`src/rtl/cpu_types_pkg.sv`:
```
// Shared pipeline types: per-stage payload/control structs and their widths,
// plus a pointer-width helper used by the elastic stage buffers.
package cpu_types_pkg;

  // MEM/WB payload carried through the stage buffer as opaque bits.
  typedef struct packed {
    logic [31:0] dmemload;
    logic [31:0] alu_out;
    logic [31:0] addr;
    logic [26:0] npc;
    logic [4:0]  wsel;
  } mem_wb_data_t;

  // MEM/WB control bits; these are zeroed by the buffer when its output is invalid.
  typedef struct packed {
    logic reg_write;
    logic mem_to_reg;
    logic halt;
    logic lui;
  } mem_wb_ctrl_t;

  localparam int MEM_WB_DATA_W = $bits(mem_wb_data_t);
  localparam int MEM_WB_CTRL_W = $bits(mem_wb_ctrl_t);

  // Pointer width for a circular buffer; at least one bit even when depth is 1.
  function automatic int ptr_width(input int depth);
    return (depth > 1) ? $clog2(depth) : 1;
  endfunction

endpackage

```
`src/rtl/pl_ptr_ctr.sv`:
```
// Wrap-around pointer: counts 0..DEPTH-1 on inc, returns to 0 on clr.
module pl_ptr_ctr #(
  parameter int W     = 1,
  parameter int DEPTH = 2
) (
  input  logic         CLK,
  input  logic         nRST,
  input  logic         clr,
  input  logic         inc,
  output logic [W-1:0] ptr
);

  localparam logic [W-1:0] LAST = W'(DEPTH - 1);

  // Pointer register: clear wins over increment, wrap after the last entry.
  // NOTE: sequential state uses non-blocking (<=) so all flops update together at the edge.
  always_ff @(posedge CLK or negedge nRST) begin
    if (!nRST) begin
      ptr <= '0;
    end else if (clr) begin
      ptr <= '0;
    end else if (inc) begin
      ptr <= (ptr == LAST) ? '0 : ptr + W'(1);
    end
  end

endmodule

```
`src/rtl/pl_stage_buf.sv`:
```
// Elastic pipeline-stage register: DEPTH-entry circular skid buffer with a
// valid/ready handshake on both sides, synchronous flush and occupancy count.
// in_ready depends only on registered occupancy, so a downstream stall never
// ripples combinationally back to the upstream stage.
module pl_stage_buf
  import cpu_types_pkg::*;
#(
  parameter int DATA_W = MEM_WB_DATA_W,
  parameter int CTRL_W = MEM_WB_CTRL_W,
  parameter int DEPTH  = 2,
  parameter int CNT_W  = $clog2(DEPTH + 1)
) (
  input  logic              CLK,
  input  logic              nRST,
  input  logic              flush,
  input  logic              in_valid,
  output logic              in_ready,
  input  logic [DATA_W-1:0] in_data,
  input  logic [CTRL_W-1:0] in_ctrl,
  output logic              out_valid,
  input  logic              out_ready,
  output logic [DATA_W-1:0] out_data,
  output logic [CTRL_W-1:0] out_ctrl,
  output logic [CNT_W-1:0]  count
);

  localparam int PTR_W = ptr_width(DEPTH);

  typedef struct packed {
    logic [DATA_W-1:0] data;
    logic [CTRL_W-1:0] ctrl;
  } entry_t;

  entry_t           mem [DEPTH];
  logic [PTR_W-1:0] head;
  logic [PTR_W-1:0] tail;
  logic [CNT_W-1:0] count_q;
  logic             push;
  logic             pop;

  // Handshake status comes straight from the occupancy register.
  assign in_ready  = (count_q != CNT_W'(DEPTH));
  assign out_valid = (count_q != '0);
  assign count     = count_q;

  // Flush overrides both sides, so neither a push nor a pop is honoured with it.
  assign push = in_valid  & in_ready  & ~flush;
  assign pop  = out_valid & out_ready & ~flush;

  // Head entry is presented directly; control bits are masked while invalid.
  assign out_data = mem[head].data;
  assign out_ctrl = out_valid ? mem[head].ctrl : '0;

  pl_ptr_ctr #(
    .W     (PTR_W),
    .DEPTH (DEPTH)
  ) u_head (
    .CLK  (CLK),
    .nRST (nRST),
    .clr  (flush),
    .inc  (pop),
    .ptr  (head)
  );

  pl_ptr_ctr #(
    .W     (PTR_W),
    .DEPTH (DEPTH)
  ) u_tail (
    .CLK  (CLK),
    .nRST (nRST),
    .clr  (flush),
    .inc  (push),
    .ptr  (tail)
  );

  // Occupancy: +1 on push only, -1 on pop only, held when both or neither.
  always_ff @(posedge CLK or negedge nRST) begin
    if (!nRST) begin
      count_q <= '0;
    end else if (flush) begin
      count_q <= '0;
    end else begin
      case ({push, pop})
        2'b10:   count_q <= count_q + CNT_W'(1);
        2'b01:   count_q <= count_q - CNT_W'(1);
        default: count_q <= count_q;
      endcase
    end
  end

  // Entry storage: written at the tail on push, cleared only by reset.
  // NOTE: the storage is reset here so out_data is never X after reset; flush
  // leaves it alone because out_valid/out_ctrl already hide stale entries.
  always_ff @(posedge CLK or negedge nRST) begin
    if (!nRST) begin
      for (int i = 0; i < DEPTH; i++) begin
        mem[i] <= '0;
      end
    end else if (push) begin
      mem[tail] <= '{data: in_data, ctrl: in_ctrl};
    end
  end

endmodule

```
`config.mk`:
```
export PLATFORM = sky130hd
export DESIGN_NAME = pl_stage_buf
export DESIGN_NICKNAME = d
export VERILOG_FILES = /design/src/rtl/cpu_types_pkg.sv /design/src/rtl/pl_ptr_ctr.sv /design/src/rtl/pl_stage_buf.sv
export SDC_FILE = /design/constraint.sdc
export NUM_CORES = 1
export LEC_CHECK = 0
export CORE_ASPECT_RATIO = 1.2
export CORE_MARGIN = 3
export CORE_UTILIZATION = 33
export CTS_CLUSTER_DIAMETER = 200
export DETAILED_ROUTE_END_ITERATION = 8
export HOLD_SLACK_MARGIN = 0.02
export PLACE_DENSITY = 0.57
export SYNTH_ARGS = -nofsm -noshare
export SYNTH_HDL_FRONTEND = slang
export SYNTH_SLANG_ARGS = --single-unit
```
`constraint.sdc`:
```
create_clock -name CLK -period 2.4 [get_ports CLK]
set_clock_uncertainty 0.05 [all_clocks]
set_input_delay 0.24 -clock CLK [delete_from_list [all_inputs] [get_ports CLK]]
set_output_delay 0.24 -clock CLK [all_outputs]
set_load 0.03 [all_outputs]
```
# Word-level counts from Yosys, hierarchy flattened
# Index checks and enable logic that the tools add are counted.
[word_totals]
register_bits = 268
latchBits = 0
mem_bits_rw = 0
rom_bits = 0
input_bits = 137
output_inout_bits = 136
wordCells = 44
n_memories = 0
[classes]
addsub = 4
multipliers = 0
div_mod_pow = 0
order_cmp = 3
eq_ne = 3
shift = 0
mux = 15
n_bitwise = 7
reduce_logical = 5
[ops]
columns = ["op", "n"]
rows = [
  ["2-to-1 mux 132 bit", 4],
  ["bitwise mux 264 bit", 1],
  ["demux 132 bit (select 1 bit)", 1],
  ["2-to-1 mux 1 bit", 6],
  ["nonzero test 2 bit", 3],
  ["AND 1 bit", 4],
  ["greater-or-equal comparator 2 bit, second input constant", 2],
  ["2-to-1 mux 4 bit", 1],
  ["NOT 1 -> 2 bit", 2],
  ["case mux 2 bit (2 select lines)", 1],
  ["nonzero test 3 bit", 1],
  ["adder 1 bit, second input constant", 2],
  ["adder 2 x 1 -> 2 bit, second input constant", 1],
  ["== test 2 x 1 -> 1 bit, second input constant", 1],
  ["== test 2 bit, second input constant", 1],
  ["< comparator 2 x 1 -> 1 bit, second input constant", 1],
  ["2-to-1 mux 2 bit", 1],
  ["inequality test 2 bit, second input constant", 1],
  ["subtractor 2 x 1 -> 2 bit, second input constant", 1],
  ["logical AND 1 bit", 1],
  ["NOT 1 bit", 1],
]

# Longest topological paths before layout
# Gate-level depths: netlist (run 1).
[logic_depth]
depth_word = 6
mapped_depth = 6
depth_no_buf = 4

# By module
# From an unflattened synthesis (run 1), not the netlist that was laid out.
[hier_totals]
cells_unflattened = 733
hier_area_um2 = 11538.6
[modules_own_cells]
columns = ["mod", "instances", "cells_each", "area_per_inst_um2", "seq_area_each_um2"]
rows = [
  ["pl_stage_buf", 1, 727, 11463.5, 6656.4],
  ["pl_ptr_ctr", 2, 3, 37.5, 25.0],
]

# Least setup slack after synthesis (run 1)
# No wires, ideal clock.
[synth_timing]
path_kind = "register -> register"
start = "register count_q[1] (netlist: count[1])"
end = "register mem[71] in the netlist's numbering"
setup_ps = 125
arrival_ps = 1986
required_time_ps = 2225
setup_slack_ps = 239
path_stages_with_launch = 7
n_path_buf = 2
period_less_slack_ps = 2161
path_cell_list = "dfrtp_1 > nor2b_2 > inv_1 > nand4b_1 > buf_2 > buf_2 > mux2_2"
[synth_between]
elab_chain_len = 3
[synth_lines]
columns = ["element", "line", "rtl"]
rows = [
  ["from (decl)", "pl_stage_buf.sv:37", "logic [CNT_W-1:0] count_q;"],
  ["from (signal assigned)", "pl_stage_buf.sv:84", "2'b10: count_q <= count_q + CNT_W'(1);"],
  ["from (signal assigned)", "pl_stage_buf.sv:85", "2'b01: count_q <= count_q - CNT_W'(1);"],
  ["from (signal assigned)", "pl_stage_buf.sv:86", "default: count_q <= count_q;"],
  ["inequality test 2 bit", "pl_stage_buf.sv:42", "assign in_ready = (count_q != CNT_W'(DEPTH));"],
  ["net in_ready", "pl_stage_buf.sv:17", "output logic in_ready,"],
  ["AND 1 bit (2 in series)", "pl_stage_buf.sv:47", "assign push = in_valid & in_ready & ~flush;"],
  ["to (signal, indexed assignment)", "pl_stage_buf.sv:100", "mem[tail] <= '{data: in_data, ctrl: in_ctrl};"],
  ["to (decl)", "pl_stage_buf.sv:34", "entry_t mem [DEPTH];"],
]
# The timed path passes the listed nets, and every way through them passes these cells.
# A chain may end at the register's enable or synchronous reset.

# Final worst setup path (run 1)
[layout_timing]
start = "register u_head.ptr"
end = "output out_data[33]"
[layout_between]
elab_chain_len = 4
[layout_lines]
columns = ["element", "line", "rtl"]
rows = [
  ["from (decl)", "pl_ptr_ctr.sv:10", "output logic [W-1:0] ptr"],
  ["from (signal assigned)", "pl_ptr_ctr.sv:23", "ptr <= (ptr == LAST) ? '0 : ptr + W'(1);"],
  ["NOT 1 -> 2 bit (implied by the code)", "pl_stage_buf.sv:51", "assign out_data = mem[head].data;"],
  ["2-to-1 mux 132 bit (3 in series)", "-", ""],
  ["to (decl)", "pl_stage_buf.sv:22", "output logic [DATA_W-1:0] out_data,"],
]
# Every way passes these cells. The select of a mux whose other input is x is not followed.

==> out/summary.txt, run 1 <==
Setup violations, final: 0
Core ar.: 0.03426 mm2
Die width: 176.8 um
Area grow syn2layout: 35.66%
Commonest non-fill, non-tap cell in the layout: mux2_2
Final period util: 96.77%
Die Ht: 211.0 um
Layout fillers: 3172
Met1 Use GR: 17.68%
Max-slew headroom: 55.76%
Die area: 0.03731 mm2
H-tree Lvls: 1
Outcome: finished, final reports clean
Unique masters post-synth: 23
Crit path launch: u_head.ptr$_DFFE_PN0P_
Max IR drop VDD: 533.2 uV
Sum Neg Setup Slack: 0 ns
Crit path max fanout: 24
Syn nets: 870
Final #Nets: 1168
CP startpoint kind: flop
Grt ovf: 0
Netlist Area Pre-Place: 0.01156 mm2
Final estimated routing congestion in global placement: 0.6981
Worst min path class: in -> async
CTS sink cnt: 268
Synth Instances: 733
Slowest Stage Delay on Critical Path: 0.46 ns
TritonCTS clock tree: built
Max cap viols: 0
Cells along the critical path: buf_4, buf_16, mux2_2, clkdlybuf4s15_1
Initial Utilization: 33.73%
CTS max path bufs: 3
Root Driver: clkbuf_16
Critical Path RT: 2.11 ns
Leakage power: 6.781 nW
Worst-Margin Slew: 0.6636 ns
Clk slew on worst S/H paths: 0.06 ns
Largest net degree at the start of global routing: 74
Ports: 273
Sequential fraction of the synthesis area: 58.03%
Routed Antenna Nets: 0
Routed WL per cell: 19.03 um
Util after Layout: 45.76%
Port Buffers: 272
Filler-free cell count of the finished design: 1508
Setup CP Type: reg -> out
Unrepaired setup endpoints after global routing: no
PwrDens: 955.3 mW/mm2
Yosys warns: 0
Routed vias: 7061
Critical-path top delay cell: dfrtp_4
Mapped Avg Cell Area: 15.77 um2
Clk Latency, worst-skew pair: 0.54 ns
Cell row count: 74
Pwr Total: 0.01498 W
Place WS: 0.1738 ns
Reg2reg start: count[0]$_DFFE_PN0P_
Reg2Reg Depth: 6
Arr. time, crit path: 2.03 ns
GRT Max-Usage Layer: met2
DPL Wire Length: 19.40 mm
Antenna violations before repair: 1
Slew Viols, Final: 0
Inst Count DP: 1447
Drt first-iter violations: 164
First-pass GRT wire length: 44.91 mm
GRT Util Overall: 15.15%
Most frequent cells in the layout: mux2_2, dfrtp_1, clkdlybuf4s50_1
FMAX: 0.4306 GHz
Layout cells sized above 1: 46.53%
Final worst setup slack: 0.07746 ns
Via density: 4.682
Grt met3 use: 3.901%
Total CTS buffers: 29
Crit end category: primary output
Crit path time final: 2.323 ns
# DRC: 0
Final hold vios: 0
Seq cells post-synth: 268
Met2 track demand over resource: 27.91%
Vias in the first global route: 7828
DR pass1 iterations: 6
Final wirelength: 28.70 mm
## through the flow
| step | hold WS (ns) | instance area (um2) |
|---|---|---|
| final | 0.1891 | 15680 |
| after global routing | 0.2511 | 15680 |
| after CTS | 0.2248 | 16070 |
| after detailed placement | 0.2088 | 14990 |
| after global placement | 0.2055 | 14990 |
| after floorplan | -0.1056 | 11560 |
## kinds of logic (layout without fill, tap and decap cells)
kind of cell | after synthesis | in the layout | synth area share, %
buffers and inverters | 46 | 364 | 2.176
DFF | 268 | 268 | 58.03
other | 0 | 1 | 0
muxes | 397 | 397 | 38.63
xor gates and xnor gates | 1 | 1 | 0.07580
AOI/OAI and AO/OA | 8 | 8 | 0.3898
and+or+nand+nor | 13 | 13 | 0.6931
## critical path, delay by kind of cell, from the launching register on
kind | cells | cell delay [ns]
buffers and inverters | 3 | 0.66
multiplexers | 1 | 0.36
flip-flops | 1 | 0.46
## state kept, by name, indices dropped and copies added, names as in the netlist
| register | cells |
|---|---|
| mem | 264 |
| count | 2 |
| u_head.ptr | 1 |
| u_tail.ptr | 1 |
## timing repair
action | 4_1_cts | 5_1_grt
endpoints found under the setup margin | 125 | 78
gates cloned | 3 | 0
endpoints found under the hold margin | 65 | 0
hold buffers | 1 | 0
resized for setup | 287 | 150
buffers inserted | 5 | 0
## synthesized netlist by cell type (all sizes together)
library cell,n,area [um2]
mux2i,5,50.05
nor4,1,12.51
nor2,6,22.52
buf,36,214.0
xor2,1,8.760
o21ai,2,10.01
or2,1,6.260
dfrtp,268,6706
mux2,392,4414
inv,3,11.26
nand3b,1,7.510
nand4b,1,8.760
nor2b,1,8.760
a21o,1,7.510
a21oi,4,20.02
o211ai,1,7.510
clkbuf,7,26.28
nor3b,1,7.510
or3,1,6.260
## layout make-up
type | count | area [um2] | area share (%)
Antenna cell | 1 | 2.502 | 0.01596
Clock buffer | 46 | 879.6 | 5.611
Clock inverter | 5 | 100.1 | 0.6385
Inverter | 3 | 11.26 | 0.07183
Multi-Input combinational cell | 419 | 4607 | 29.39
Sequential cell | 268 | 6710 | 42.80
Tap cell | 456 | 570.5 | 3.639
Timing Repair Buffer | 310 | 2796 | 17.84
## layer usage
layer,vias to the layer above,routed length (um)
met5,-,0
met4,0,463
met3,30,1766
met2,160,15160
met1,3640,11300
li1,3231,-
## final timing paths
kind	endpoint	slack [ns]
setup / recovery	out_data[33]	0.08
hold / removal	mem[66]$_DFFE_PN0P_	0.19
setup reg to reg	mem[70]$_DFFE_PN0P_	0.46
hold reg to reg	mem[206]$_DFFE_PN0P_	0.43
max in group asynchronous	mem[246]$_DFFE_PN0P_	1.31
min in group CLK	mem[218]$_DFFE_PN0P_	0.28
## power by group
group          switching (W)  internal [W]
Clock                0.00176       0.00281
Sequential          0.000486       0.00564
Combinational        0.00226       0.00202
Power figures use the tool's default switching activity.
==> run 2, diff against run 1 <==
--- a/config.mk
+++ b/config.mk
@@ -12,6 +12,7 @@
 export DETAILED_ROUTE_END_ITERATION = 8
 export HOLD_SLACK_MARGIN = 0.02
 export PLACE_DENSITY = 0.57
+export SLEW_MARGIN = 20
 export SYNTH_ARGS = -nofsm -noshare
 export SYNTH_HDL_FRONTEND = slang
 export SYNTH_SLANG_ARGS = --single-unit
==> results of run 2 <==
Final layout, timing and power as in run 1 (identical DEF).
==> run 3, diff against run 2 <==
--- a/config.mk
+++ b/config.mk
@@ -5,13 +5,14 @@
 export SDC_FILE = /design/constraint.sdc
 export NUM_CORES = 1
 export LEC_CHECK = 0
+export ABC_AREA = 1
 export CORE_ASPECT_RATIO = 1.2
 export CORE_MARGIN = 3
 export CORE_UTILIZATION = 33
 export CTS_CLUSTER_DIAMETER = 200
 export DETAILED_ROUTE_END_ITERATION = 8
 export HOLD_SLACK_MARGIN = 0.02
-export PLACE_DENSITY = 0.57
+export SKIP_LAST_GASP = 1
 export SLEW_MARGIN = 20
 export SYNTH_ARGS = -nofsm -noshare
 export SYNTH_HDL_FRONTEND = slang
==> out/summary.txt, run 3 <==
Clk slew on worst S/H paths: 0.06 ns
CTS sink cnt: 268
Max-slew headroom: 53.29%
Layout cells sized above 1: 18.75%
Sequential fraction of the synthesis area: 54.45%
Worst min path class: in -> reg
Final #Nets: 1825
# diodes: 0
Largest net degree at the start of global routing: 105
Synth top cells by count: nand2_1, dfrtp_1, o21ai_1
Critical path's top delay family: buffers and inverters
Max FFs per register: 264
Pwr Total: 0.02173 W
Synth async-reset ratio: 100.0%
Max IR drop VDD: 697.6 uV
GRT Util Overall: 15.16%
Synth Area in XOR/XNOR: 0%
Drt first-iter violations: 579
Clk Latency, worst-skew pair: 0.54 ns
Sum Neg Setup Slack: 0 ns
Grt ovf: 0
Final hold vios: 0
Switching Share: 41.09%
Leakage power: 8.332 nW
Critical-path top delay cell: dfrtp_4
Post-synthesis simple-gate area fraction: 21.12%
H-tree Lvls: 1
Ports: 273
Netlist Area Pre-Place: 0.01232 mm2
Post-synth top flop: dfrtp_1
Fin area: 0.01590 mm2
# DRC: 0
Final period util: 94.85%
Arr. time, crit path: 1.99 ns
Cell row count: 76
Cells along the critical path: inv_4, buf_16, nand2_1, a21oi_1, buf_4
Yosys warns: 0
P_int: 0.01280 W
Adder-cell share of the synthesized area: 0%
Final worst setup slack: 0.1236 ns
CP bufs+invs: 3
Slowest Stage Delay on Critical Path: 0.52 ns
Register area: 0.006710 mm2
Multi-input logic area: 0.004383 mm2
CTS max path bufs: 3
Total CTS buffers: 29
Synth Instances: 1448
First-pass GRT wire length: 49.94 mm
Via density: 4.491
Switching power: 0.008928 W
Crit path time final: 2.276 ns
PwrDens: 1367 mW/mm2
Commonest non-fill, non-tap cell in the layout: nand2_1
Synth top area share: 54.45%
Root Driver: clkbuf_16
Die width: 182.4 um
Final estimated routing congestion in global placement: 0.7563
Top reg by flops: mem
Syn nets: 1585
Final wirelength: 30.65 mm
Multiplexer share of the synthesized area: 0%
Worst-Margin Slew: 0.6981 ns
Die area: 0.03969 mm2
Vias in the first global route: 9536
Crit end category: primary output
Routed vias: 9767
Post-CTS setup buffers: 0
Setup CP Type: reg -> out
Mapped Avg Cell Area: 8.506 um2
CP startpoint kind: flop
Routed Antenna Nets: 0
Initial Utilization: 33.91%
Area post-placement: 0.01493 mm2
Main combinational cell family by area after synthesis: simple AND/OR/NAND/NOR gates
Port Buffers: 272
Part of the power in registers: 35.0%
Antenna violations before repair: 0
Setup violations, final: 0
Synth area leader: dfrtp_1
Outcome: finished, final reports clean
Max cap viols: 0
Routed WL per cell: 14.09 um
Unique masters post-synth: 18
Synth Area in Compound Gates: 14.47%
Post-synth EDFFs: 0
TritonCTS clock tree: built
Slew Viols, Final: 0
Unrepaired setup endpoints after global routing: yes
Synth top area cells: dfrtp_1, nand2_1, o21ai_2
Top-count cell post-synth: nand2_1
Place WS: 0.4927 ns
Most frequent cells in the layout: nand2_1, dfrtp_1, buf_4
DPL Wire Length: 20.12 mm
Layout fillers: 3616
Die Ht: 217.6 um
FMAX: 0.4393 GHz
DR pass1 iterations: 5
Crit path max fanout: 60
Clock power frac: 20.3%
Gate power share: 44.8%
Seq cells post-synth: 268
Core ar.: 0.03632 mm2
Area grow syn2layout: 29.08%
Critical Path RT: 2.11 ns
run 3: final timing paths:
kind / slack, ns / end / cells past startpoint / startpoint
max in group asynchronous: 1.29 / mem[151]$_DFFE_PN0P_ / 3 / nRST
min reg2reg: 0.43 / mem[11]$_DFFE_PN0P_ / 2 / mem[11]$_DFFE_PN0P_
min in group asynchronous: 0.22 / mem[81]$_DFFE_PN0P_ / 2 / nRST
max: 0.12 / out_ctrl[0] / 5 / u_head.ptr$_DFFE_PN0P_
min: 0.21 / mem[51]$_DFFE_PN0P_ / 3 / in_data[47]
max reg2reg: 0.70 / mem[29]$_DFFE_PN0P_ / 8 / count[0]$_DFFE_PN0P_
run 3: tightest hold or removal path, stage by stage:
cell and delay (ns):
clkdlybuf4s50_1 0.39, inv_1 0.07, o21ai_1 0.06
run 3: logic make-up (layout without fill, tap and decap cells):
kind of cell | count (synthesis) | in the layout
simple gates | 680 | 680
compound gates | 272 | 272
buf+inv | 228 | 487
flops | 268 | 268
run 3: power groups by stage:
| stage | sequential [W] | combinational, W | clock, W |
|---|---|---|---|
| after floorplan | 0.00745 | 0.00656 | 0 |
| after global placement | 0.00760 | 0.00973 | 0 |
| after detailed placement | 0.00766 | 0.00987 | 0 |
| after CTS | 0.00761 | 0.00990 | 0.00456 |
| after global routing | 0.00787 | 0.0107 | 0.00475 |
| final | 0.00760 | 0.00973 | 0.00440 |
run 3: cell type report:
type	count	area share [%]
well taps	468	3.683
clock inverters	4	0.3069
clock buffers	46	5.658
multi-input cells	952	27.57
flip-flops and latches	268	42.21
inverters	141	3.360
repair buffers	296	17.22
run 3: timing repair:
| item | 4_1_cts | 5_1_grt |
|---|---|---|
| hold buffers | 1 | 0 |
| resized for setup | 0 | 1 |
| endpoints found under the setup margin | 0 | 2 |
| hold endpoints to repair | 62 | 0 |
run 3: per-layer routing:
metal	up-vias	GRT usage, %	part of all wire [%]
li1	4944	-	-
met3	27	3.904	7.1
met5	-	0	0
met4	0	3.099	1.3
met1	4550	20.35	44
met2	246	24.94	47
run 3: stage by stage:
step                utilization (%)  instances  hold slack (ns)
detailed placement            41.11       2124           0.2022
finish                        43.77       2175           0.2103
floorplan                         -       1448          -0.1056
global placement              41.11       2124           0.1985
CTS                           43.75       2175           0.1700
global route                  43.77       2175           0.2026
